==> config.mk <==
export PLATFORM = sky130hd
export DESIGN_NAME = seg7_scan_driver
export DESIGN_NICKNAME = d
export VERILOG_FILES = /design/src/rtl/seg7_pkg.sv /design/src/rtl/seg7_hex_lut.sv /design/src/rtl/seg7_scan_driver.sv
export SDC_FILE = /design/constraint.sdc
export NUM_CORES = 1
export LEC_CHECK = 0
export BUFFER_PORTS_ARGS = -buffer_cell sky130_fd_sc_hd__buf_4
export CORE_AREA = 2 2 70 88
export DETAILED_ROUTE_END_ITERATION = 6
export DIE_AREA = 0 0 72 90
export PLACE_DENSITY = 0.9
export RECOVER_POWER = 25
export SLEW_MARGIN = 15
export SYNTH_ARGS = -nofsm -noshare
export SYNTH_HDL_FRONTEND = slang
export SYNTH_SLANG_ARGS = --single-unit
==> constraint.sdc <==
create_clock -name clk -period 3.35 [get_ports clk]
set_clock_uncertainty 0.05 [all_clocks]
set_input_delay 1.005 -clock clk [delete_from_list [all_inputs] [get_ports clk]]
set_output_delay 1.005 -clock clk [all_outputs]
set_load 0.02 [all_outputs]
==> src/rtl/seg7_pkg.sv <==
// Shared types, constants and helpers for the seg7 scan driver.
package seg7_pkg;

    // All segments off on an active-low gfedcba bus.
    localparam logic [6:0] SEG_BLANK = 7'h7F;

    // Whole-display blink phase: ON scans normally, OFF forces anodes off.
    typedef enum logic {
        BLINK_ON  = 1'b0,
        BLINK_OFF = 1'b1
    } blink_phase_e;

    // Digit index width; a single-digit display still gets a 1-bit index.
    function automatic int idx_width(input int n);
        return (n > 1) ? $clog2(n) : 1;
    endfunction

    // Hex nibble to active-low gfedcba segment pattern.
    function automatic logic [6:0] hex_to_seg(input logic [3:0] nib);
        logic [6:0] pat;
        case (nib)
            4'h0:    pat = 7'h40;
            4'h1:    pat = 7'h79;
            4'h2:    pat = 7'h24;
            4'h3:    pat = 7'h30;
            4'h4:    pat = 7'h19;
            4'h5:    pat = 7'h12;
            4'h6:    pat = 7'h02;
            4'h7:    pat = 7'h78;
            4'h8:    pat = 7'h00;
            4'h9:    pat = 7'h18;
            4'hA:    pat = 7'h08;
            4'hB:    pat = 7'h03;
            4'hC:    pat = 7'h46;
            4'hD:    pat = 7'h21;
            4'hE:    pat = 7'h06;
            4'hF:    pat = 7'h0E;
            default: pat = SEG_BLANK;
        endcase
        return pat;
    endfunction

endpackage

==> src/rtl/seg7_hex_lut.sv <==
// Combinational hex-to-segment decoder for the currently scanned nibble.
module seg7_hex_lut (
    input  logic [3:0] nib,
    output logic [6:0] seg
);
    import seg7_pkg::*;

    // Pure table lookup; registration happens in the driver.
    always_comb begin
        seg = hex_to_seg(nib);
    end

endmodule

==> src/rtl/seg7_scan_driver.sv <==
// Time-multiplexed N-digit hex 7-segment driver with tear-free load,
// leading-zero blanking, guard time and whole-display blinking.
module seg7_scan_driver #(
    parameter int N_DIGITS     = 4,
    parameter int SCAN_DIV     = 50000,
    parameter int GUARD        = 2,
    parameter int BLINK_FRAMES = 64
) (
    input  logic                  clk,
    input  logic                  rst_n,
    input  logic                  load,
    input  logic [4*N_DIGITS-1:0] value,
    input  logic [N_DIGITS-1:0]   dp_in,
    input  logic                  blank_lz,
    input  logic                  blink_en,
    output logic [6:0]            seg,
    output logic                  dp_n,
    output logic [N_DIGITS-1:0]   an_n,
    output logic                  upd_ack,
    output logic                  frame
);
    import seg7_pkg::*;

    localparam int VAL_W  = 4 * N_DIGITS;
    localparam int IDX_W  = idx_width(N_DIGITS);
    localparam int SLOT_W = $clog2(SCAN_DIV);
    localparam int BLK_W  = $clog2(BLINK_FRAMES + 1);

    localparam logic [SLOT_W-1:0] SLOT_LAST = SLOT_W'(SCAN_DIV - 1);
    localparam logic [SLOT_W-1:0] GUARD_END = SLOT_W'(GUARD);
    localparam logic [IDX_W-1:0]  IDX_LAST  = IDX_W'(N_DIGITS - 1);
    localparam logic [BLK_W-1:0]  BLK_LAST  = BLK_W'(BLINK_FRAMES - 1);

    // State
    logic [SLOT_W-1:0]   slot_q, slot_d;
    logic [IDX_W-1:0]    idx_q, idx_d;
    logic [VAL_W-1:0]    disp_val_q, disp_val_d;
    logic [N_DIGITS-1:0] disp_dp_q, disp_dp_d;
    logic [VAL_W-1:0]    pend_val_q, pend_val_d;
    logic [N_DIGITS-1:0] pend_dp_q, pend_dp_d;
    logic                pend_valid_q, pend_valid_d;
    logic                ack_due_q, ack_due_d;
    blink_phase_e        blink_phase_q, blink_phase_d;
    logic [BLK_W-1:0]    blink_cnt_q, blink_cnt_d;

    // Registered outputs
    logic [6:0]          seg_q, seg_d;
    logic                dp_n_q, dp_n_d;
    logic [N_DIGITS-1:0] an_n_q, an_n_d;
    logic                upd_ack_q, upd_ack_d;
    logic                frame_q, frame_d;

    // Combinational helpers
    logic                slot_wrap_s;
    logic                boundary_s;
    logic [IDX_W+1:0]    nib_base_s;
    logic [3:0]          cur_nib_s;
    logic [6:0]          lut_seg_s;
    logic [N_DIGITS-1:0] lz_mask_s;
    logic                blank_cur_s;
    logic                anodes_off_s;

    // Slot counter and digit index; last slot of the last digit is the frame boundary.
    always_comb begin
        slot_d      = slot_q;
        idx_d       = idx_q;
        slot_wrap_s = (slot_q == SLOT_LAST);
        boundary_s  = slot_wrap_s && (idx_q == IDX_LAST);
        if (slot_wrap_s) begin
            slot_d = {SLOT_W{1'b0}};
            if (idx_q == IDX_LAST) begin
                idx_d = {IDX_W{1'b0}};
            end else begin
                idx_d = idx_q + IDX_W'(1);
            end
        end else begin
            slot_d = slot_q + SLOT_W'(1);
        end
    end

    // Load handshake: park data in pending, commit only at a frame boundary.
    always_comb begin
        pend_val_d   = pend_val_q;
        pend_dp_d    = pend_dp_q;
        pend_valid_d = pend_valid_q;
        disp_val_d   = disp_val_q;
        disp_dp_d    = disp_dp_q;
        ack_due_d    = 1'b0;
        if (load) begin
            pend_val_d   = value;
            pend_dp_d    = dp_in;
            pend_valid_d = 1'b1;
        end else begin
            pend_valid_d = pend_valid_q;
        end
        // A load on the boundary cycle itself bypasses the pending register.
        if (boundary_s && (load || pend_valid_q)) begin
            disp_val_d   = load ? value : pend_val_q;
            disp_dp_d    = load ? dp_in : pend_dp_q;
            pend_valid_d = 1'b0;
            ack_due_d    = 1'b1;
        end else begin
            ack_due_d = 1'b0;
        end
    end

    // Blink phase: toggles after BLINK_FRAMES boundaries, cleared while disabled.
    always_comb begin
        blink_phase_d = blink_phase_q;
        blink_cnt_d   = blink_cnt_q;
        if (!blink_en) begin
            blink_phase_d = BLINK_ON;
            blink_cnt_d   = {BLK_W{1'b0}};
        end else if (boundary_s) begin
            if (blink_cnt_q == BLK_LAST) begin
                blink_phase_d = (blink_phase_q == BLINK_ON) ? BLINK_OFF : BLINK_ON;
                blink_cnt_d   = {BLK_W{1'b0}};
            end else begin
                blink_cnt_d = blink_cnt_q + BLK_W'(1);
            end
        end else begin
            blink_cnt_d = blink_cnt_q;
        end
    end

    // Leading-zero mask: bit k set when digits N-1..k are all zero; digit 0 always shown.
    always_comb begin
        logic zero_run;
        zero_run  = 1'b1;
        lz_mask_s = {N_DIGITS{1'b0}};
        for (int k = N_DIGITS - 1; k >= 0; k--) begin
            zero_run     = zero_run && (disp_val_q[4*k +: 4] == 4'h0);
            lz_mask_s[k] = zero_run;
        end
        lz_mask_s[0] = 1'b0;
    end

    // Select the nibble of the digit being scanned.
    always_comb begin
        nib_base_s = {idx_q, 2'b00};
        cur_nib_s  = disp_val_q[nib_base_s +: 4];
    end

    seg7_hex_lut u_hex_lut (
        .nib (cur_nib_s),
        .seg (lut_seg_s)
    );

    // Next values of the pin registers, derived from current scan state.
    always_comb begin
        blank_cur_s  = blank_lz && lz_mask_s[idx_q];
        // Blink gating uses the live enable so deassertion takes effect at once.
        anodes_off_s = (slot_q < GUARD_END) || (blink_en && (blink_phase_q == BLINK_OFF));
        seg_d        = blank_cur_s ? SEG_BLANK : lut_seg_s;
        dp_n_d       = ~disp_dp_q[idx_q];
        an_n_d       = {N_DIGITS{1'b1}};
        if (anodes_off_s) begin
            an_n_d = {N_DIGITS{1'b1}};
        end else begin
            for (int k = 0; k < N_DIGITS; k++) begin
                an_n_d[k] = (idx_q != IDX_W'(k));
            end
        end
        frame_d   = (slot_q == {SLOT_W{1'b0}}) && (idx_q == {IDX_W{1'b0}});
        upd_ack_d = ack_due_q;
    end

    // State and output registers with synchronous active-low reset.
    always_ff @(posedge clk) begin
        if (!rst_n) begin
            slot_q        <= {SLOT_W{1'b0}};
            idx_q         <= {IDX_W{1'b0}};
            disp_val_q    <= {VAL_W{1'b0}};
            disp_dp_q     <= {N_DIGITS{1'b0}};
            pend_val_q    <= {VAL_W{1'b0}};
            pend_dp_q     <= {N_DIGITS{1'b0}};
            pend_valid_q  <= 1'b0;
            ack_due_q     <= 1'b0;
            blink_phase_q <= BLINK_ON;
            blink_cnt_q   <= {BLK_W{1'b0}};
            seg_q         <= SEG_BLANK;
            dp_n_q        <= 1'b1;
            an_n_q        <= {N_DIGITS{1'b1}};
            upd_ack_q     <= 1'b0;
            frame_q       <= 1'b0;
        end else begin
            slot_q        <= slot_d;
            idx_q         <= idx_d;
            disp_val_q    <= disp_val_d;
            disp_dp_q     <= disp_dp_d;
            pend_val_q    <= pend_val_d;
            pend_dp_q     <= pend_dp_d;
            pend_valid_q  <= pend_valid_d;
            ack_due_q     <= ack_due_d;
            blink_phase_q <= blink_phase_d;
            blink_cnt_q   <= blink_cnt_d;
            seg_q         <= seg_d;
            dp_n_q        <= dp_n_d;
            an_n_q        <= an_n_d;
            upd_ack_q     <= upd_ack_d;
            frame_q       <= frame_d;
        end
    end

    assign seg     = seg_q;
    assign dp_n    = dp_n_q;
    assign an_n    = an_n_q;
    assign upd_ack = upd_ack_q;
    assign frame   = frame_q;

endmodule

==> results of run 1 <==
layer usage:
layer	wire, um	GRT usage [%]	share of wire [%]
met1	2940	28.9	43
met3	312	4.48	4.6
met2	3370	35.0	50
met4	189	12.4	2.8
met5	0	0	0
how the worst max path moves through the flow:
stage,start,end,slack [ns],cells past startpoint
finish,rst_n,pend_val_q[2],0.68,4
global route,rst_n,pend_val_q[2],0.46,4
CTS,idx_q[0],seg[3],0.89,6
detailed placement,idx_q[0],seg[3],0.91,6
global placement,idx_q[0],seg[3],0.99,6
floorplan,idx_q[0],seg[3],1.13,7
cells by family after synthesis:
logic type | Yosys count | share of synthesized area [%]
compound gates | 50 | 10.0
xor+xnor | 15 | 3.86
fa+ha+maj | 12 | 4.41
buf+inv | 25 | 2.97
flops | 82 | 48.2
mux | 29 | 10.4
simple gates | 144 | 20.1
report_power, final:
| part | switching, mW | leakage (nW) | internal [mW] | total (mW) |
|---|---|---|---|---|
| Clock | 0.363 | 0.106 | 0.366 | 0.728 |
| Combinational | 0.0581 | 0.767 | 0.0470 | 0.105 |
| Sequential | 0.0112 | 0.668 | 0.998 | 1.01 |
layout make-up:
cell class / count / area (um^2) / share of cell area [%]
well taps: 66 / 82.6 / 2.11
repair buffers: 41 / 297 / 7.57
clock buffers: 10 / 138 / 3.51
inverters: 8 / 30.0 / 0.766
flip-flops and latches: 82 / 1640 / 41.9
multi-input cells: 250 / 1660 / 42.5
clock inverters: 6 / 66.3 / 1.69
sequential cells by signal (all words and copies together) (netlist names):
signal         cells
ack_due_q          1
dp_n               1
frame              1
seg                7
pend_valid_q       1
blink_phase_q      1
pend_val_q        16
disp_dp_q          4
pend_dp_q          4
idx_q              2
disp_val_q        16
upd_ack            1
an_n               4
slot_q            16
blink_cnt_q        7
critical path, stage by stage:
cell and delay [ns]:
clkbuf_1 0.21, clkinv_1 0.11, clkbuf_1 1.28, nor2_1 0.17
placed cells by master (no fill, tap or decap), types with 4 or more instances in the layout:
cell / n
nand3_1: 14
inv_1: 7
and2_1: 4
xnor2_1: 4
and3_1: 5
a211oi_1: 20
a21oi_1: 8
nand2_1: 27
clkbuf_8: 10
o21ai_0: 8
xor2_1: 11
mux4_2: 5
buf_4: 38
dfxtp_1: 82
nor4_1: 4
ha_1: 12
nand4_1: 6
o211ai_1: 4
nor2_1: 67
mux2i_1: 22
==> reports/metrics.yaml, run 1 <==
status: "finished with violations"
violations: "max-capacitance violations, max-slew violations"
synthTopCellsByArea: "dfxtp_1 48%, nor2_1 7.4%, mux2i_1 6.5%, a211oi_1 4.4%, ha_1 4.4%"
dp.cells: 447
peakVddDrop_mv: 0.295
drtIter0Drc: 207
clk_pin_slew_worst_paths_ns: 0.09
finish.utilization_pct: 68.7
cap_violations: 1
cp-start-kind: "primary input"
post_cts_resized: 0
syn_inst: 357
initial_core_util_pct: 59.8
seq_area_frac_synth_pct: 48.2
cp.arrival_ns: 2.79
hold_path_depth: 1
cts_root_buf: "clkbuf_8"
core_area_um2: 5700
post_cts_buffers: 0
gp_congestion: 0.847
grt_pass1_wl_um: 11500
drv_slew: 44
routed_wl_um: 6810
die-area_um2: 6480
via_count: 2693
hold_end: "upd_ack"
power_mw: 1.84
synthFlopType: "dfxtp_1"
wl_per_cell_um: 14.7
grt_usage_pct: 22.5
synth_most_common_cell: "dfxtp_1"
tns_ns: 0
hold_slack_ns: 0.389
synthArstFlopShare_pct: 0
area_delta_synth_final_pct: 15.0
r2r_start: "idx_q[0]"
io_pins: 39
synth_top_area_share_pct: 48.2
setup_viol: 0
path_class: "primary input to register"
fill_cells: 414
rows: 31
synth_edf_count: 0
ys_warn_count: 0
num-nets-final: 429
period_needed_ns: 2.67
synth_largest_area_cell: "dfxtp_1"
ys_types: 41
max_freq_mhz: 374
first_pass_iters: 4
port_buffers: 38
drive_above_1_share_pct: 16.1
leakage_nw: 1.54
max_slew_margin_pct: -18.9
critPathMaxFanout: 43
cts_made_buffers: 9
hp-class: "register to register"
hold_viol_final: 0
r2r-end: "seg[3]"
design_area_um2: 3920
grt_start_max_net_pins: 44
cp-end-kind: "register"
min-delay-start: "ack_due_q"
grt_pass1_vias: 2515
final_cell_count_no_fill: 463
synth_area_um2: 3410
cts_buffer_depth: 2
avgSynthCellArea_um2: 9.54
diodes: 0
synthTopCellsByCount: "82 x dfxtp_1, 67 x nor2_1, 27 x nand2_1, 22 x mux2i_1, 20 x a211oi_1"
ant_nets: 0
rsz0062_at_grt: "no"
fin_ws_ns: 0.679
post-route-period-util_pct: 79.7
synth-seq-cells: 82
drc: 0
clk_latency_ns: 0.36
power.density_nw_per_um2: 470
dpl_cell_area_um2: 3730
r2r_cells: 6
viasPerCell: 5.82
place_hpwl_um: 4530
cts.sinks: 82
syn_nets: 394
holdBufCountCts: 0
overflow: 0
cp.required_ns: 3.47
pre_cts_ws_ns: 0.906
cts_tree: "built"
die_h_um: 90
rrSetupSlack_ns: 0.89
fp.dieW_um: 72
htree_levels: 3
worst_slew_pin_slew_ns: 1.78
antenna_found_initial: 0
Note: power is estimated with default switching activity, not from simulation.
==> run 2, diff against run 1 <==
--- a/config.mk
+++ b/config.mk
@@ -5,11 +5,12 @@
 export SDC_FILE = /design/constraint.sdc
 export NUM_CORES = 1
 export LEC_CHECK = 0
+export ABC_AREA = 1
 export BUFFER_PORTS_ARGS = -buffer_cell sky130_fd_sc_hd__buf_4
-export CORE_AREA = 2 2 70 88
+export CORE_AREA = 2 2 76 96
 export DETAILED_ROUTE_END_ITERATION = 6
-export DIE_AREA = 0 0 72 90
-export PLACE_DENSITY = 0.9
+export DIE_AREA = 0 0 78 98
+export PLACE_DENSITY = 0.86
 export RECOVER_POWER = 25
 export SLEW_MARGIN = 15
 export SYNTH_ARGS = -nofsm -noshare
==> constraint.sdc (replaced) <==
create_clock -name clk -period 2.8 [get_ports clk]
set_clock_uncertainty 0.05 [all_clocks]
set_input_delay 0.84 -clock clk [delete_from_list [all_inputs] [get_ports clk]]
set_output_delay 0.84 -clock clk [all_outputs]
set_load 0.02 [all_outputs]
==> reports/metrics.yaml, run 2 <==
synthArstFlopShare_pct: 0  # unchanged
synthTopCellsByArea: "dfxtp_1 42%, nand2_1 15%, nand3_1 7.6%, inv_1 7.4%, nor2_1 5.7%"  # was dfxtp_1 48%, nor2_1 7.4%, mux2i_1 6.5%, a211oi_1 4.4%, ha_1 4.4%
hp-class: "register to register"  # unchanged
die-area_um2: 7640  # was 6480 um^2
grt_pass1_vias: 3108  # was 2515
power.density_nw_per_um2: 492  # was 470 nW/um^2
cts_buffer_depth: 2  # unchanged
cap_violations: 0  # was 1
synthTopCellsByCount: "156 x nand2_1, 82 x dfxtp_1, 77 x inv_1, 59 x nand3_1, 59 x nor2_1"  # was 82 x dfxtp_1, 67 x nor2_1, 27 x nand2_1, 22 x mux2i_1, 20 x a211oi_1
synthFlopType: "dfxtp_1"  # unchanged
num-nets-final: 631  # was 429
reg_top3: "disp_val_q: 16 flops, pend_val_q: 16 flops, slot_q: 16 flops"  # unchanged
r2r-end: "seg[3]"  # unchanged
hold_slack_ns: 0.381  # was 0.389 ns
grt_pass1_wl_um: 12900  # was 11500 um
setup_viol: 0  # unchanged
fp.dieW_um: 78  # was 72 um
r2r_cells: 10  # was 6
hold_path_depth: 2  # was 1
initial_core_util_pct: 57.1  # was 59.8%
antenna_found_initial: 0  # unchanged
place_hpwl_um: 5470  # was 4530 um
syn_inst: 563  # was 357
rrSetupSlack_ns: 0.62  # was 0.89 ns
io_pins: 39  # unchanged
path_class: "primary input to register"  # unchanged
cts_made_buffers: 9  # unchanged
rsz0062_at_grt: "no"  # unchanged
synth_top_area_share_pct: 42.2  # was 48.2%
cp-end-kind: "register"  # unchanged
cp_cell_sequence: "clkbuf_4 -> clkbuf_1 -> nand2_2 -> nor3b_1"  # was clkbuf_1 -> clkinv_1 -> clkbuf_1 -> nor2_1
post-route-period-util_pct: 84.3
fill_cells: 588  # was 414
critPathMaxFanout: 31  # was 43
period_needed_ns: 2.36
holdBufCountCts: 0  # unchanged
drc: 0  # unchanged
drv_slew: 0  # was 44
htree_levels: 3  # unchanged
synth_area_um2: 3890  # was 3410 um^2
diodes: 0  # unchanged
crit_path_end: "slot_q[2]"  # was pend_val_q[2]
cp.required_ns: 3.02  # was 3.47 ns
peakVddDrop_mv: 0.393  # was 0.295 mV
synth-seq-cells: 82  # unchanged
leakage_nw: 2.07  # was 1.54 nW
cp.depth: 4  # unchanged
ys_types: 34  # was 41
rows: 34  # was 31
post_cts_buffers: 0  # unchanged
cts_root_buf: "clkbuf_8"  # unchanged
wl_per_cell_um: 11.0  # was 14.7 um
viasPerCell: 5.03  # was 5.82
synth_edf_count: 0  # unchanged
overflow: 0  # unchanged
area_delta_synth_final_pct: 12.5  # was 15.0%
cp_slowest_cell: "clkbuf_1"  # unchanged
syn_nets: 600  # was 394
clk_latency_ns: 0.37  # was 0.36 ns
post_cts_resized: 0  # unchanged
ys_warn_count: 0  # unchanged
core_area_um2: 6810  # was 5700 um^2
seq_area_frac_synth_pct: 42.2  # was 48.2%
cts_tree: "built"  # unchanged
synth_most_common_cell: "nand2_1"  # was dfxtp_1
r2r_start: "idx_q[0]"  # unchanged
gp_congestion: 0.942  # was 0.847
hold_viol_final: 0  # unchanged
critPathLaunch: "rst_n"  # unchanged
grt_usage_pct: 20.5  # was 22.5%
max_slew_margin_pct: 17.2  # was -18.9%
ant_nets: 0  # unchanged
cts.sinks: 82  # unchanged
first_pass_iters: 4  # unchanged
port_buffers: 38  # unchanged
avgSynthCellArea_um2: 6.91  # was 9.54 um^2
worst_path_largest_cell_delay_ns: 0.91  # was 1.28 ns
cp_top_family: "buffers and inverters"  # unchanged
final_common_cell: "nand2_1"  # was dfxtp_1
synth_largest_area_cell: "dfxtp_1"  # unchanged
design_area_um2: 4370  # was 3920 um^2
cp_num_buf_inv: 2  # was 3
die_h_um: 98  # was 90 um
layout_common_cells: "156 x nand2_1, 82 x dfxtp_1, 77 x inv_1"  # was 82 x dfxtp_1, 67 x nor2_1, 38 x buf_4
cp-start-kind: "primary input"  # unchanged
worst_slew_pin_slew_ns: 1.24  # was 1.78 ns
grt_start_max_net_pins: 42  # was 44
cp.arrival_ns: 2.58  # was 2.79 ns
dpl_cell_area_um2: 4190  # was 3730 um^2
routed_wl_um: 7590  # was 6810 um
max_freq_mhz: 424
drtIter0Drc: 140  # was 207
status: "finished, final reports clean"  # was finished with violations
via_count: 3466  # was 2693
drive_above_1_share_pct: 12.4  # was 16.1%
tns_ns: 0  # unchanged
clk_pin_slew_worst_paths_ns: 0.09  # about the same
run 2: cell types whose count changed in the layout (fill, tap and decap cells not counted), moves of 8 or more:
cell and change:
inv_1 +70, mux2i_1 -22, o21ai_0 +23, a211oi_1 -20, a21oi_1 +9, nand2_1 +129
nor2_1 -8, nand3_1 +45
run 2: worst register-to-register path, delay by kind of cell, from the launching register on:
kind | cells | cell delay, ns
and+or+nand+nor | 6 | 0.63
adders and majority gates | 1 | 0.23
AOI/OAI and AO/OA | 1 | 0.09
buffers and inverters | 2 | 0.44
DFF | 1 | 0.62
run 2: kinds of logic after synthesis:
kind of cell,synth area share (%)
flops,42.2
simple gates,35.3
xor+xnor,1.58
buf+inv,10.3
compound gates,6.82
fa+ha+maj,3.86
run 2: per-stage QoR:
stage | setup slack (ns) | utilization (%) | power, mW | std cells
CTS | 0.630 | 64.3 | 2.17 | 689
global placement | 0.477 | 61.6 | 1.37 | 673
floorplan | 1.13 | - | 1.32 | 563
detailed placement | 0.409 | 61.6 | 1.38 | 673
finish | 0.440 | 64.2 | 2.15 | 689
global route | 0.239 | 64.2 | 2.25 | 689
run 2: report_power, final:
part	switching, mW	internal, mW	total, mW
clock network	0.470	0.335	0.805
logic	0.0828	0.0580	0.141
registers	0.0101	1.20	1.21
total	0.563	1.59	2.15
run 2: area by class of cell:
| cell class | count | area [um^2] | area share [%] |
|---|---|---|---|
| clock buffers | 9 | 124 | 2.83 |
| clock inverters | 7 | 60.1 | 1.37 |
| inverters | 79 | 298 | 6.81 |
| multi-input cells | 383 | 1850 | 42.3 |
| flip-flops and latches | 82 | 1640 | 37.5 |
| well taps | 90 | 113 | 2.58 |
| repair buffers | 39 | 289 | 6.61 |
run 2: worst min path at each step:
stage                     startpoint      end  slack [ns]
after floorplan            ack_due_q  upd_ack        0.34
after global placement     ack_due_q  upd_ack        0.35
after detailed placement   ack_due_q  upd_ack        0.35
after CTS                  ack_due_q  upd_ack        0.38
after global routing       ack_due_q  upd_ack        0.40
final                      ack_due_q  upd_ack        0.38
run 2: layer usage:
metal	up-vias	global-route usage (%)	wire (um)
met3	10	5.36	300
met2	74	35.1	3690
met4	0	8.10	119
met5	-	0	0
met1	1567	24.5	3480
li1	1815	-	-
==> run 3, diff against run 2 <==
==> constraint.sdc (replaced) <==
create_clock -name clk -period 2.2 [get_ports clk]
set_clock_uncertainty 0.05 [all_clocks]
set_input_delay 0.66 -clock clk [delete_from_list [all_inputs] [get_ports clk]]
set_output_delay 0.66 -clock clk [all_outputs]
set_load 0.02 [all_outputs]
==> reports/metrics.yaml, run 3 (synthesis gave the netlist of run 2 again) <==
cts_tree: "built"  # unchanged
core_area_um2: 6810  # unchanged
via_count: 3467  # was 3466
wl_met3_um: 318  # was 300 um
first_pass_iters: 5  # was 4
drive_above_1_share_pct: 12.8  # was 12.4%
design_area_um2: 4420  # was 4370 um^2
setup_viol: 0  # unchanged
swShare_pct: 24.4  # was 26.2%
antenna_found_initial: 0  # unchanged
fill_cells: 617  # was 588
fp.dieW_um: 78  # unchanged
p_comb_share_pct: 6.4  # was 6.5%
reg_top3: "disp_val_q: 16 flops, pend_val_q: 16 flops, slot_q: 16 flops"  # unchanged
cp.required_ns: 2.45  # was 3.02 ns
cp-start-kind: "primary input"  # unchanged
hold_end: "upd_ack"  # unchanged
hold_viol_final: 0  # unchanged
period_needed_ns: 1.95
clk_latency_ns: 0.36  # was 0.37 ns
status: "finished, final reports clean"  # unchanged
p_clk_share_pct: 39.1  # was 37.4%
dpl_cell_area_um2: 4220  # was 4190 um^2
drc: 0  # unchanged
cts_root_buf: "clkbuf_8"  # unchanged
switching_power_mw: 0.687  # was 0.563 mW
rrSetupSlack_ns: 0.29  # was 0.62 ns
leakage_nw: 2.11  # was 2.07 nW
hold_path_depth: 2  # unchanged
multiInputGateArea_um2: 1850  # unchanged
wl_met1_um: 3500  # was 3480 um
gp_congestion: 0.819  # was 0.942
p_int_mw: 2.13  # was 1.59 mW
drv_slew: 0  # unchanged
initial_core_util_pct: 57.1  # unchanged
min-delay-start: "ack_due_q"  # unchanged
post-route-period-util_pct: 88.6
place_hpwl_um: 5650  # was 5470 um
overflow: 0  # unchanged
wl_per_cell_um: 11.1  # was 11.0 um
holdBufCountCts: 0  # unchanged
power_frac_seq_pct: 54.5  # was 56.0%
routed_wl_um: 7660  # was 7590 um
r2r-end: "seg[3]"  # unchanged
cap_violations: 0  # unchanged
diodes: 0  # unchanged
die-area_um2: 7640  # unchanged
port_buffers: 38  # unchanged
grt_usage_pct: 21.8  # was 20.5%
io_pins: 39  # unchanged
area_delta_synth_final_pct: 13.6  # was 12.5%
post_cts_resized: 0  # unchanged
grt_pass1_wl_um: 13800  # was 12900 um
post_cts_buffers: 0  # unchanged
max_slew_margin_pct: 33.1  # was 17.2%
rows: 34  # unchanged
seqCellArea_um2: 1640  # unchanged
ant_nets: 0  # unchanged
power.density_nw_per_um2: 638  # was 492 nW/um^2
rsz0062_at_grt: "no"  # unchanged
maxUsedRoutingLayer: "met4"  # unchanged
r2r_start: "idx_q[1]"  # was idx_q[0]
layout_common_cells: "156 x nand2_1, 82 x dfxtp_1, 77 x inv_1"  # unchanged
tns_ns: 0  # unchanged
num-nets-final: 635  # was 631
drtIter0Drc: 196  # was 140
cts_buffer_depth: 2  # unchanged
peakVddDrop_mv: 0.493  # was 0.393 mV
cp-end-kind: "register"  # unchanged
critPathMaxFanout: 26  # was 31
met2WireLength_um: 3730  # was 3690 um
die_h_um: 98  # unchanged
clk_pin_slew_worst_paths_ns: 0.08  # was 0.09 ns
cts_made_buffers: 9  # unchanged
r2r_cells: 8  # was 10
max_freq_mhz: 513
final_common_cell: "nand2_1"  # unchanged
htree_levels: 3  # unchanged
worst_slew_pin_slew_ns: 1.00  # was 1.24 ns
viasPerCell: 5.00  # was 5.03
cp.arrival_ns: 2.20  # was 2.58 ns
grt_pass1_vias: 3320  # was 3108
grt_start_max_net_pins: 27  # was 42
cts.sinks: 82  # unchanged
hp-class: "register to register"  # unchanged
path_class: "primary input to register"  # unchanged
[run 3: power groups by stage]
stage               clock [mW]  combinational [mW]  sequential, mW
finish                    1.10               0.182            1.54
global route              1.19               0.207            1.54
CTS                       1.12               0.184            1.54
detailed placement           0               0.183            1.57
global placement             0               0.180            1.57
floorplan                    0              0.0998            1.58
[run 3: per-stage QoR]
stage	power (mW)	hold slack [ns]	util [%]	setup slack, ns	instances
6_report	2.82	0.381	64.9	0.250	693
5_1_grt	2.94	0.393	64.9	0.0737	693
4_1_cts	2.84	0.381	65.0	0.310	693
3_5_place_dp	1.75	0.361	62.0	0.318	677
3_3_place_gp	1.75	0.351	62.0	0.366	677
2_1_floorplan	1.68	0.340	-	0.593	563
[run 3: final cells by class]
class	instances	area share [%]
clock buffer	9	2.80
sequential	82	37.2
timing repair buffer	43	7.14
inverter	79	6.74
tap	90	2.55
multi-input combinational	383	41.8
clock inverter	7	1.76
[run 3: critical path, stage by stage]
cell      delay [ns]
buf_4           0.13
clkbuf_1        0.76
nand2_1         0.34
nor2_1          0.15
o21ai_0         0.10
inv_1           0.06
[run 3: how the worst max path moves through the flow]
stage                        start        endpoint  slack, ns  cells after the start
after detailed placement  idx_q[1]          seg[3]       0.32                      8
after global routing         rst_n  blink_cnt_q[6]       0.07                      6
after global placement    idx_q[1]          seg[3]       0.37                      8
after CTS                 idx_q[1]          seg[3]       0.31                      8
final                        rst_n  blink_cnt_q[6]       0.25                      6
after floorplan           idx_q[0]          seg[3]       0.59                     11
[run 3: per-layer routing]
| layer | up-vias | global-route usage, % |
|---|---|---|
| li1 | 1840 | - |
| met1 | 1541 | 25.3 |
| met2 | 74 | 38.4 |
| met3 | 12 | 5.18 |
| met4 | 0 | 8.37 |
| met5 | - | 0 |
